<file path="config.mk">
export PLATFORM = sky130hd
export DESIGN_NAME = irq_ctrl_flat
export DESIGN_NICKNAME = d
export VERILOG_FILES = /design/src/rtl/irq_pkg.sv /design/src/rtl/irq_ctrl_if.sv /design/src/rtl/irq_prio_enc.sv /design/src/rtl/irq_ctrl.sv /design/src/flat_wrapper.sv
export SDC_FILE = /design/constraint.sdc
export NUM_CORES = 1
export LEC_CHECK = 0
export CAP_MARGIN = 10
export CORE_ASPECT_RATIO = 0.7
export CORE_MARGIN = 1.5
export CORE_UTILIZATION = 35
export DETAILED_ROUTE_END_ITERATION = 12
export PLACE_DENSITY = 0.67
export SLEW_MARGIN = 10
export SYNTH_ARGS = -nofsm -noshare
export SYNTH_HDL_FRONTEND = slang
export SYNTH_SLANG_ARGS = --single-unit
export TNS_END_PERCENT = 100
</file>
<file path="constraint.sdc">
create_clock -name clk -period 4.2 [get_ports clk]
set_clock_uncertainty 0.2 [all_clocks]
set_input_delay 0.84 -clock clk [delete_from_list [all_inputs] [get_ports clk]]
set_output_delay 0.84 -clock clk [all_outputs]
set_load 0.05 [all_outputs]
</file>
<file path="src/rtl/irq_pkg.sv">
// Shared types and helpers for the interrupt controller.
package irq_pkg;

    typedef enum logic {
        IRQ_IDLE   = 1'b0,
        IRQ_ACTIVE = 1'b1
    } irq_state_e;

    localparam int MAX_IRQ = 32;

    // Lowest set index of vec; 0 when vec is all zero.
    function automatic int prio_first(input logic [MAX_IRQ-1:0] vec);
        prio_first = 0;
        for (int i = MAX_IRQ - 1; i >= 0; i--) begin
            if (vec[i]) prio_first = i;
        end
    endfunction

endpackage

</file>
<file path="src/rtl/irq_ctrl_if.sv">
// Request/acknowledge bundle between IRQ sources, the CPU agent and irq_ctrl.
interface irq_ctrl_if #(
    parameter int NUM_IRQ = 8
);
    localparam int ID_W = (NUM_IRQ > 1) ? $clog2(NUM_IRQ) : 1;

    logic [NUM_IRQ-1:0] irq_in;
    logic [NUM_IRQ-1:0] mask;
    logic               mode_wr;
    logic [NUM_IRQ-1:0] mode_din;
    logic               ack;
    logic               irq;
    logic [ID_W-1:0]    irq_id;
    logic [NUM_IRQ-1:0] pending;
    logic [NUM_IRQ-1:0] overrun;

    modport master (
        output irq_in, mask, mode_wr, mode_din, ack,
        input  irq, irq_id, pending, overrun
    );

    modport slave (
        input  irq_in, mask, mode_wr, mode_din, ack,
        output irq, irq_id, pending, overrun
    );

endinterface

</file>
<file path="src/rtl/irq_prio_enc.sv">
// Combinational fixed-priority encoder: lowest set bit of vec wins.
module irq_prio_enc
    import irq_pkg::*;
#(
    parameter int  WIDTH = 8,
    localparam int IDX_W = (WIDTH > 1) ? $clog2(WIDTH) : 1
) (
    input  logic [WIDTH-1:0] vec,
    output logic             any,
    output logic [IDX_W-1:0] idx
);

    logic [MAX_IRQ-1:0] vec_ext;

    always_comb begin
        vec_ext            = '0;
        vec_ext[WIDTH-1:0] = vec;
    end

    assign any = |vec;
    assign idx = IDX_W'(prio_first(vec_ext));

endmodule

</file>
<file path="src/rtl/irq_ctrl.sv">
// Interrupt controller: per-channel edge/level capture, mask, pending/overrun
// tracking and a two-state service FSM that holds one winner until ack.
module irq_ctrl
    import irq_pkg::*;
#(
    parameter int               NUM_IRQ      = 8,
    parameter logic [NUM_IRQ-1:0] EDGE_DEFAULT = '0
) (
    input logic       clk,
    input logic       rst,
    irq_ctrl_if.slave bus
);

    localparam int ID_W = (NUM_IRQ > 1) ? $clog2(NUM_IRQ) : 1;

    irq_state_e         state;
    irq_state_e         state_nxt;

    logic [NUM_IRQ-1:0] prev_in;
    logic [NUM_IRQ-1:0] mode_reg;
    logic [NUM_IRQ-1:0] mode_req;
    logic [NUM_IRQ-1:0] mode_req_nxt;
    logic [NUM_IRQ-1:0] mode_nxt;
    logic [NUM_IRQ-1:0] mode_chg;
    logic [NUM_IRQ-1:0] pending_q;
    logic [NUM_IRQ-1:0] overrun_q;
    logic [NUM_IRQ-1:0] pend_nxt;
    logic [NUM_IRQ-1:0] ovr_nxt;
    logic [NUM_IRQ-1:0] rise;
    logic [NUM_IRQ-1:0] req;
    logic [NUM_IRQ-1:0] lock;
    logic [NUM_IRQ-1:0] clr;
    logic [NUM_IRQ-1:0] hold;
    logic [NUM_IRQ-1:0] edge_pend;
    logic [NUM_IRQ-1:0] lvl_pend;

    logic               any;
    logic [ID_W-1:0]    win;
    logic [ID_W-1:0]    id_q;
    logic               grant;
    logic               clear_en;

    assign rise = bus.irq_in & ~prev_in;
    assign req  = pending_q & ~bus.mask;

    irq_prio_enc #(
        .WIDTH (NUM_IRQ)
    ) u_enc (
        .vec (req),
        .any (any),
        .idx (win)
    );

    // The channel in service is locked: its mode change waits for ack and
    // a level channel's pending bit is frozen until then.
    assign lock = (state == IRQ_ACTIVE) ? (NUM_IRQ'(1) << id_q) : '0;
    assign clr  = clear_en ? lock : '0;
    assign hold = lock & ~clr;

    always_comb begin
        mode_req_nxt = bus.mode_wr ? bus.mode_din : mode_req;
        mode_nxt     = (mode_reg & lock) | (mode_req_nxt & ~lock);
        mode_chg     = mode_nxt ^ mode_reg;

        // A new edge coincident with ack wins over the clear.
        edge_pend    = (pending_q & ~clr) | rise;
        lvl_pend     = (hold & pending_q) | (~hold & bus.irq_in);
        pend_nxt     = ((mode_reg & edge_pend) | (~mode_reg & lvl_pend)) & ~mode_chg;
        ovr_nxt      = (overrun_q | (mode_reg & rise & pending_q)) & ~clr;
    end

    always_ff @(posedge clk) begin
        if (rst) begin
            state     <= IRQ_IDLE;
            id_q      <= '0;
            prev_in   <= '0;
            mode_reg  <= EDGE_DEFAULT;
            mode_req  <= EDGE_DEFAULT;
            pending_q <= '0;
            overrun_q <= '0;
        end else begin
            state     <= state_nxt;
            prev_in   <= bus.irq_in;
            mode_reg  <= mode_nxt;
            mode_req  <= mode_req_nxt;
            pending_q <= pend_nxt;
            overrun_q <= ovr_nxt;
            if (grant) id_q <= win;
        end
    end

    always_comb begin
        state_nxt = state;
        case (state)
            IRQ_IDLE:   if (any)     state_nxt = IRQ_ACTIVE;
            IRQ_ACTIVE: if (bus.ack) state_nxt = IRQ_IDLE;
            default:                 state_nxt = IRQ_IDLE;
        endcase
    end

    always_comb begin
        bus.irq  = (state == IRQ_ACTIVE);
        grant    = (state == IRQ_IDLE) && any;
        clear_en = (state == IRQ_ACTIVE) && bus.ack;
    end

    assign bus.irq_id  = id_q;
    assign bus.pending = pending_q;
    assign bus.overrun = overrun_q;

endmodule
</file>
<file path="src/flat_wrapper.sv">
// flat-port wrapper written by rule: the top's interface ports become plain ports
module irq_ctrl_flat import irq_pkg::*;
#(
    parameter int               NUM_IRQ      = 8,
    parameter logic [NUM_IRQ-1:0] EDGE_DEFAULT = '0
)
  (clk, rst, bus_irq_in, bus_mask, bus_mode_wr, bus_mode_din, bus_ack, bus_irq, bus_irq_id, bus_pending, bus_overrun);
  irq_ctrl_if #(.NUM_IRQ(NUM_IRQ)) bus_i ();
  input logic clk;
  input logic rst;
  input wire logic [$bits(bus_i.irq_in)-1:0] bus_irq_in;
  input wire logic [$bits(bus_i.mask)-1:0] bus_mask;
  input wire logic [$bits(bus_i.mode_wr)-1:0] bus_mode_wr;
  input wire logic [$bits(bus_i.mode_din)-1:0] bus_mode_din;
  input wire logic [$bits(bus_i.ack)-1:0] bus_ack;
  output wire logic [$bits(bus_i.irq)-1:0] bus_irq;
  output wire logic [$bits(bus_i.irq_id)-1:0] bus_irq_id;
  output wire logic [$bits(bus_i.pending)-1:0] bus_pending;
  output wire logic [$bits(bus_i.overrun)-1:0] bus_overrun;
  assign bus_i.irq_in = bus_irq_in;
  assign bus_i.mask = bus_mask;
  assign bus_i.mode_wr = bus_mode_wr;
  assign bus_i.mode_din = bus_mode_din;
  assign bus_i.ack = bus_ack;
  assign bus_irq = bus_i.irq;
  assign bus_irq_id = bus_i.irq_id;
  assign bus_pending = bus_i.pending;
  assign bus_overrun = bus_i.overrun;
  irq_ctrl #(.NUM_IRQ(NUM_IRQ), .EDGE_DEFAULT(EDGE_DEFAULT)) u_core (.clk(clk), .rst(rst), .bus(bus_i));
endmodule
</file>
Word level (Yosys, flattened, before mapping)
Index checks and enable logic that the tools add are counted.

Word-level logic and storage cells: 53. Input port bits: 28. Flip-flop bits (word level): 44. Output and inout port bits: 20.

Shift operators: 1. Reductions and logical operators: 3. Bitwise operators: 28. Muxes and demuxes: 14.

Operators by type and width (count): $and A8 B8 Y8 (14); $not A8 Y8 (7); $or A8 B8 Y8 (5); $mux W3 (8); $mux W8 (3); $reduce_or A8 Y1 (1); $shl A1 B3 Y8 const A (1); $xor A8 B8 Y8 (1); $logic_and A1 B1 Y1 (2); $mux W1 (2); $pmux W1 S2 (1); $not A1 Y1 (1).

Longest topological paths before layout
Gate-level depths: netlist (run 1).

Word-level depth: 11. Mapped depth: 5. Depth with buffers taken out: 4.

By module
Synthesis (run 1) repeated with hierarchy kept, for this count alone.

Cell total of the unflattened synthesis: 240. Area, all modules: 2098.3 µm².

Modules (own cells, without submodules): irq_ctrl (area an instance 2016.9 µm², cells an instance 227, seq. area each 880.8 µm², instances 1); irq_prio_enc (area an instance 81.3 µm², cells an instance 13, seq. area each 0.0 µm², instances 1).

Worst setup path before layout (run 1)
Ideal clock, no wire load.

Kind: input port to flip-flop. From: input port bus_mode_wr. To: register u_core.pending_q[5] (netlist: u_core.bus.pending[5]). Cell stages on the path: 5. Path buffers: 1. Data arrival time: 1.808 ns. Setup time: 0.092 ns. Data required time: 3.908 ns. Slack: 2.099 ns. Path through: buf_4 -> mux2i_1 -> and2_1 -> or3b_2 -> o32ai_1.

Word-level cells in the longest chain between the ends: 6.

RTL lines: from (decl) (RTL line flat_wrapper.sv:13) `input wire logic [$bits(bus_i.mode_wr)-1:0] bus_mode_wr;`; $mux W8 (RTL line irq_ctrl.sv:61) `mode_req_nxt = bus.mode_wr ? bus.mode_din : mode_req;`; $and A8 B8 Y8 (RTL line irq_ctrl.sv:62) `mode_nxt = (mode_reg & lock) | (mode_req_nxt & ~lock);`; $or A8 B8 Y8 (RTL line irq_ctrl.sv:62); $xor A8 B8 Y8 (RTL line irq_ctrl.sv:63) `mode_chg = mode_nxt ^ mode_reg;`; $not A8 Y8 (RTL line irq_ctrl.sv:68) `pend_nxt = ((mode_reg & edge_pend) | (~mode_reg & lvl_pend)) & ~mode_chg;`; $and A8 B8 Y8 (RTL line irq_ctrl.sv:68); to (signal assigned) (RTL line irq_ctrl.sv:86) `pending_q <= pend_nxt;`; to (decl) (RTL line irq_ctrl.sv:25) `logic [NUM_IRQ-1:0] pending_q;`.

Every way passes these cells. A chain may end at the register's enable or synchronous reset.

Worst setup path after layout (run 1)
From: register u_core.state (netlist: u_core.bus.irq). To: output port bus_irq.

RTL lines: from (decl) (RTL line irq_ctrl.sv:16) `irq_state_e state;`; from (signal assigned) (RTL line irq_ctrl.sv:82) `state <= state_nxt;`; to (decl) (RTL line flat_wrapper.sv:16) `output wire logic [$bits(bus_i.irq)-1:0] bus_irq;`.

No word-level cell between the ends.

==> results.cfg, run 1 <==
[floorplanning]
io_pins = 48
initial_core_util = 0.363
dieHeight_um = 67.5
rows = 23
die_width_um = 95.1
die_area_um2 = 6420
coreArea_um2 = 5730

[clock_tree]
clkLatencyLatePin_ns = 0.30
ctsLongestPathBuffers = 2
ctsHoldBuffers = 0
cts.sinks = 44
clk_pin_slew_ns = 0.08
ctsHtreeMaxLevel = 2
cts_resized = 0
cts_root_buf = clkbuf_8
postCtsSetupBuffers = 0
cts_tree = yes
cts_made_buffers = 5

[worst_setup_path]
worstSetupPathType = reg -> out
r2r-start = u_core.bus.irq
cp_max_fo = 15
critPathMaxStageDelay_ns = 0.90
cp-end-kind = primary output
critPathTopFamily = buffers and inverters
r2r_slack_ns = 2.06
rr_worst_depth = 4
cp.depth = 1
crit_start = u_core.bus.irq
reg2reg_to = u_core.bus.pending[0]
cp_num_buf_inv = 1
cp_slowest_cell = clkdlybuf4s50_1
cp.arrival_ns = 1.85
critPathCapture = bus_irq
cp_data_required_time_ns = 3.16
startpoint_type = flip-flop
worstPathCellList = clkdlybuf4s50_1

[synth]
synth_area_um2 = 2080
syn-instance-count = 234
ys_seq_elements = 44
synthDistinctLibCells = 35
seq_area_frac_synth = 0.424
syn_avg_cell_area_um2 = 8.88
synth_edf_count = 0
ys.flop_type = dfxtp_1
synth_async_sr_flop_share = 0
yosys_warnings = 0
synth_nets = 262

[power_and_ir_drop]
power_frac_seq = 0.478
p_int_mw = 0.715
p_leak_nw = 0.941
power.total_mw = 1.00
p_switching_mw = 0.289
combPwrFrac = 0.201
pwr_density_cell_nw_per_um2 = 373
p_sw_frac = 0.288
power_frac_clock = 0.321
irDropWorstVdd_mv = 0.201

[sta]
max_freq_mhz = 347
setup-tns-final_ns = 0
setup_viol = 0
grt_setup_unrepaired = false
slew_viol_final = 0
worst_slew_pin_slew_ns = 0.691
hold_viol = 0
slew_headroom = 0.538
fin_crit_ns = 2.89
hold_slack_ns = 0.286
post-route-period-util = 0.687

[route]
num_vias = 1821
postRouteAntennaNets = 0
drt_iter0_markers = 119
first_pass_iters = 4
drt-wirelength-per-cell_um = 13.7
totalWireLength_mm = 4.84
viasPerCell = 5.14
drcViolationCount = 0

[layout]
seqCellArea_um2 = 881
multiInputGateArea_um2 = 1110
fill_cells = 561
areaGrowthSynthToFinish_pct = 29.4
insertedDiodeCount = 0
drive_gt1_frac = 0.100
fin_nets = 306

[placed_design]
globalplace.congestion = 0.804
port-buffer-count = 47
dp_hpwl_mm = 3.45

[global_routing]
grt_pass1_wl_mm = 7.91
grt_overflow = 0
grt_use_total = 0.163
grt_pass1_vias = 1610
grt_max_degree = 29
antenna_found_initial = 0

[outcome]
status = complete, no violations

[run]
drv_cap = 0

[hold_path]
hold_class = reg -> reg
-- how the worst min path moves through the flow --
stage,from,to,slack (ns),cells past startpoint
finish,u_core.mode_req[3],u_core.mode_req[3],0.29,2
floorplan,u_core.mode_req[1],u_core.mode_req[1],0.25,2
CTS,u_core.mode_req[1],u_core.mode_req[1],0.29,2
detailed placement,u_core.mode_req[1],u_core.mode_req[1],0.27,2
global placement,u_core.mode_req[1],u_core.mode_req[1],0.26,2
global route,u_core.mode_req[5],u_core.mode_req[5],0.32,2
-- layout by cell type (no fill, tap or decap), types with 2 or more instances in the layout --
cell type        count
o32ai_1              8
or2_2                7
nor2_1              17
nand2b_1            16
a31oi_1              9
and2_1               7
a21oi_1             26
clkbuf_8             5
nor3b_1              8
mux2i_1              8
inv_1                3
dfxtp_1             44
nand4_1              4
or3b_2               7
o21ai_0              3
clkdlybuf4s50_1     47
nand4bb_1            3
a211oi_1             3
nand2_1             11
nand4b_1             3
buf_4                2
nor3_1               9
nor2b_1             17
-- power by group through the flow --
stage	Clock [mW]	Combinational (mW)	Sequential, mW
6_report	0.322	0.202	0.480
2_1_floorplan	0	0.105	0.514
3_5_place_dp	0	0.202	0.489
4_1_cts	0.328	0.203	0.479
5_1_grt	0.346	0.220	0.484
3_3_place_gp	0	0.201	0.488
-- stage by stage --
step                setup WS, ns  cells  area, µm²  utilization
finish                      1.31    354       2690        0.470
global route                1.26    354       2690        0.470
CTS                         1.31    354       2690        0.470
detailed placement          1.11    346       2580        0.451
global placement            1.13    346       2580        0.451
floorplan                   2.10    234       2080            -
-- metal layers --
layer,part of all wire,vias up,global-route usage
li1,-,923,-
met1,0.51,846,0.228
met3,0.062,4,0.0428
met4,0.0083,0,0.0504
met5,0,-,0
met2,0.42,48,0.246
-- area by class of cell --
class / count / area share
Clock inverter: 2 / 0.0130
Clock buffer: 6 / 0.0270
Multi-Input combinational cell: 175 / 0.413
Sequential cell: 44 / 0.328
Timing Repair Buffer: 49 / 0.181
Tap cell: 75 / 0.0349
Inverter: 3 / 0.00419
-- Yosys cell counts (4+ instances only) --
library cell | count | area [µm²]
nand2b_1 | 16 | 100
clkbuf_1 | 6 | 22.5
or3b_2 | 7 | 61.3
nor3b_1 | 8 | 60.1
nand4_1 | 4 | 25.0
or2_2 | 7 | 43.8
a21oi_1 | 26 | 130
nand2_1 | 11 | 41.3
nor2_1 | 17 | 63.8
nor3_1 | 9 | 45.0
mux2i_1 | 8 | 80.1
dfxtp_1 | 44 | 881
a31oi_1 | 9 | 56.3
o32ai_1 | 8 | 70.1
nor2b_1 | 17 | 106
and2_1 | 7 | 43.8
-- logic make-up after synthesis --
group	Yosys count	share of synthesized area
simple gates	115	0.342
compound gates	52	0.154
flops	44	0.424
buf+inv	15	0.0421
mux	8	0.0385
(Power assumes the default switching activity.)
==> run 2: changes to the inputs <==
--- a/config.mk
+++ b/config.mk
@@ -10,7 +10,7 @@
 export CORE_MARGIN = 1.5
 export CORE_UTILIZATION = 35
 export DETAILED_ROUTE_END_ITERATION = 12
-export PLACE_DENSITY = 0.67
+export PLACE_DENSITY = 0.7
 export SLEW_MARGIN = 10
 export SYNTH_ARGS = -nofsm -noshare
 export SYNTH_HDL_FRONTEND = slang
==> constraint.sdc (replaced) <==
create_clock -name clk -period 2.4 [get_ports clk]
set_clock_uncertainty 0.2 [all_clocks]
set_input_delay 0.48 -clock clk [delete_from_list [all_inputs] [get_ports clk]]
set_output_delay 0.48 -clock clk [all_outputs]
set_load 0.05 [all_outputs]
==> results.cfg, run 2 (synthesized netlist as in run 1, its figures left out) <==
[worst_setup_path]
cp_num_buf_inv = 1
critPathTopFamily = buffers and inverters
worstPathCellList = clkdlybuf4s50_1
cp-end-kind = primary output
cp_slowest_cell = clkdlybuf4s50_1
startpoint_type = flip-flop
cp_max_fo = 6
critPathMaxStageDelay_ns = 0.84
worstSetupPathType = reg -> out
cp.arrival_ns = 1.56
cp_data_required_time_ns = 1.72

[clock_tree]
ctsHoldBuffers = 0
cts_made_buffers = 5
clk_pin_slew_ns = 0.08
ctsHtreeMaxLevel = 2
clkLatencyLatePin_ns = 0.30
cts_tree = yes
cts.sinks = 44
postCtsSetupBuffers = 0
cts_root_buf = clkbuf_8
cts_resized = 0
ctsLongestPathBuffers = 2

[global_routing]
antenna_found_initial = 0
grt_pass1_wl_mm = 7.41
grt_use_total = 0.152
grt_overflow = 0
grt_max_degree = 38
grt_pass1_vias = 1551

[route]
drcViolationCount = 0
postRouteAntennaNets = 0
num_vias = 1839
viasPerCell = 5.11
first_pass_iters = 4
drt-wirelength-per-cell_um = 13.4
drt_iter0_markers = 69
totalWireLength_mm = 4.82

[layout]
seqCellArea_um2 = 881
drive_gt1_frac = 0.137
areaGrowthSynthToFinish_pct = 33.2
multiInputGateArea_um2 = 1110
post-route-util = 0.483
fin_nets = 312
final_common_cell = dfxtp_1
layout_common_cells = dfxtp_1 (44), clkdlybuf4s50_1 (43), a21oi_1 (26)
design_area_um2 = 2770
insertedDiodeCount = 0
fill_cells = 565

[floorplanning]
rows = 23
coreArea_um2 = 5730
die_area_um2 = 6420
dieHeight_um = 67.5
io_pins = 48
initial_core_util = 0.363
die_width_um = 95.1

[power_and_ir_drop]
power_frac_seq = 0.452
irDropWorstVdd_mv = 0.308
power_frac_clock = 0.339
p_sw_frac = 0.277
p_leak_nw = 0.997
p_switching_mw = 0.507
combPwrFrac = 0.209
pwr_density_cell_nw_per_um2 = 661
p_int_mw = 1.32

[placed_design]
dp_hpwl_mm = 3.48
placed_area_um2 = 2640
globalplace.congestion = 0.843
port-buffer-count = 47

[run]
drv_cap = 0

[sta]
grt_setup_unrepaired = false
slew_headroom = 0.663
hold_viol = 0
slew_viol_final = 0
fin_crit_ns = 2.24
worst_slew_pin_slew_ns = 0.503
max_freq_mhz = 446
setup_viol = 0
setup-tns-final_ns = 0
post-route-period-util = 0.933

[hold_path]
hold_class = reg -> reg

[outcome]
status = complete, no violations
==> run 2: area by class of cell <==
type / instances / share of cell area
multi-input cells: 175 / 0.401
flip-flops and latches: 44 / 0.318
repair buffers: 55 / 0.197
clock buffers: 7 / 0.0348
well taps: 75 / 0.0339
clock inverters: 1 / 0.0108
inverters: 3 / 0.00407
==> run 2: worst paths after layout <==
check | from | to | slack (ns) | depth (start not counted)
worst min-delay path | u_core.mode_req[2] | u_core.mode_req[2] | 0.29 | 2
worst max register to register | u_core.bus.irq_id[0] | u_core.bus.pending[0] | 0.48 | 4
worst min register to register | u_core.mode_req[2] | u_core.mode_req[2] | 0.29 | 2
worst max-delay path | u_core.bus.pending[2] | bus_pending[2] | 0.16 | 1
==> run 2: layer usage <==
layer | share of wire | global-route usage | wire length [µm]
met2 | 0.42 | 0.211 | 2040
met1 | 0.52 | 0.230 | 2520
met3 | 0.047 | 0.0383 | 225
met5 | 0 | 0 | 0
met4 | 0.0081 | 0.0392 | 39
==> run 2: power groups by stage <==
stage | clock network (mW) | logic [mW] | registers [mW]
2_1_floorplan | 0 | 0.183 | 0.899
3_3_place_gp | 0 | 0.378 | 0.843
3_5_place_dp | 0 | 0.382 | 0.844
4_1_cts | 0.634 | 0.383 | 0.827
5_1_grt | 0.655 | 0.413 | 0.835
6_report | 0.621 | 0.382 | 0.827
==> run 2: metrics by stage <==
stage / instances / worst slack (ns) / hold WS [ns] / power, mW
CTS: 360 / 0.143 / 0.292 / 1.84
floorplan: 234 / 0.322 / 0.249 / 1.08
global placement: 352 / 0.116 / 0.268 / 1.22
detailed placement: 352 / 0.0756 / 0.273 / 1.23
global route: 360 / 0.117 / 0.337 / 1.90
finish: 360 / 0.160 / 0.289 / 1.83
==> run 3: changes to the inputs <==
--- a/config.mk
+++ b/config.mk
@@ -11,6 +11,7 @@
 export CORE_UTILIZATION = 35
 export DETAILED_ROUTE_END_ITERATION = 12
 export PLACE_DENSITY = 0.7
+export SETUP_SLACK_MARGIN = 0.02
 export SLEW_MARGIN = 10
 export SYNTH_ARGS = -nofsm -noshare
 export SYNTH_HDL_FRONTEND = slang
==> results of run 3 <==
Same layout as run 2: the final DEF is identical, and so are final timing and power.
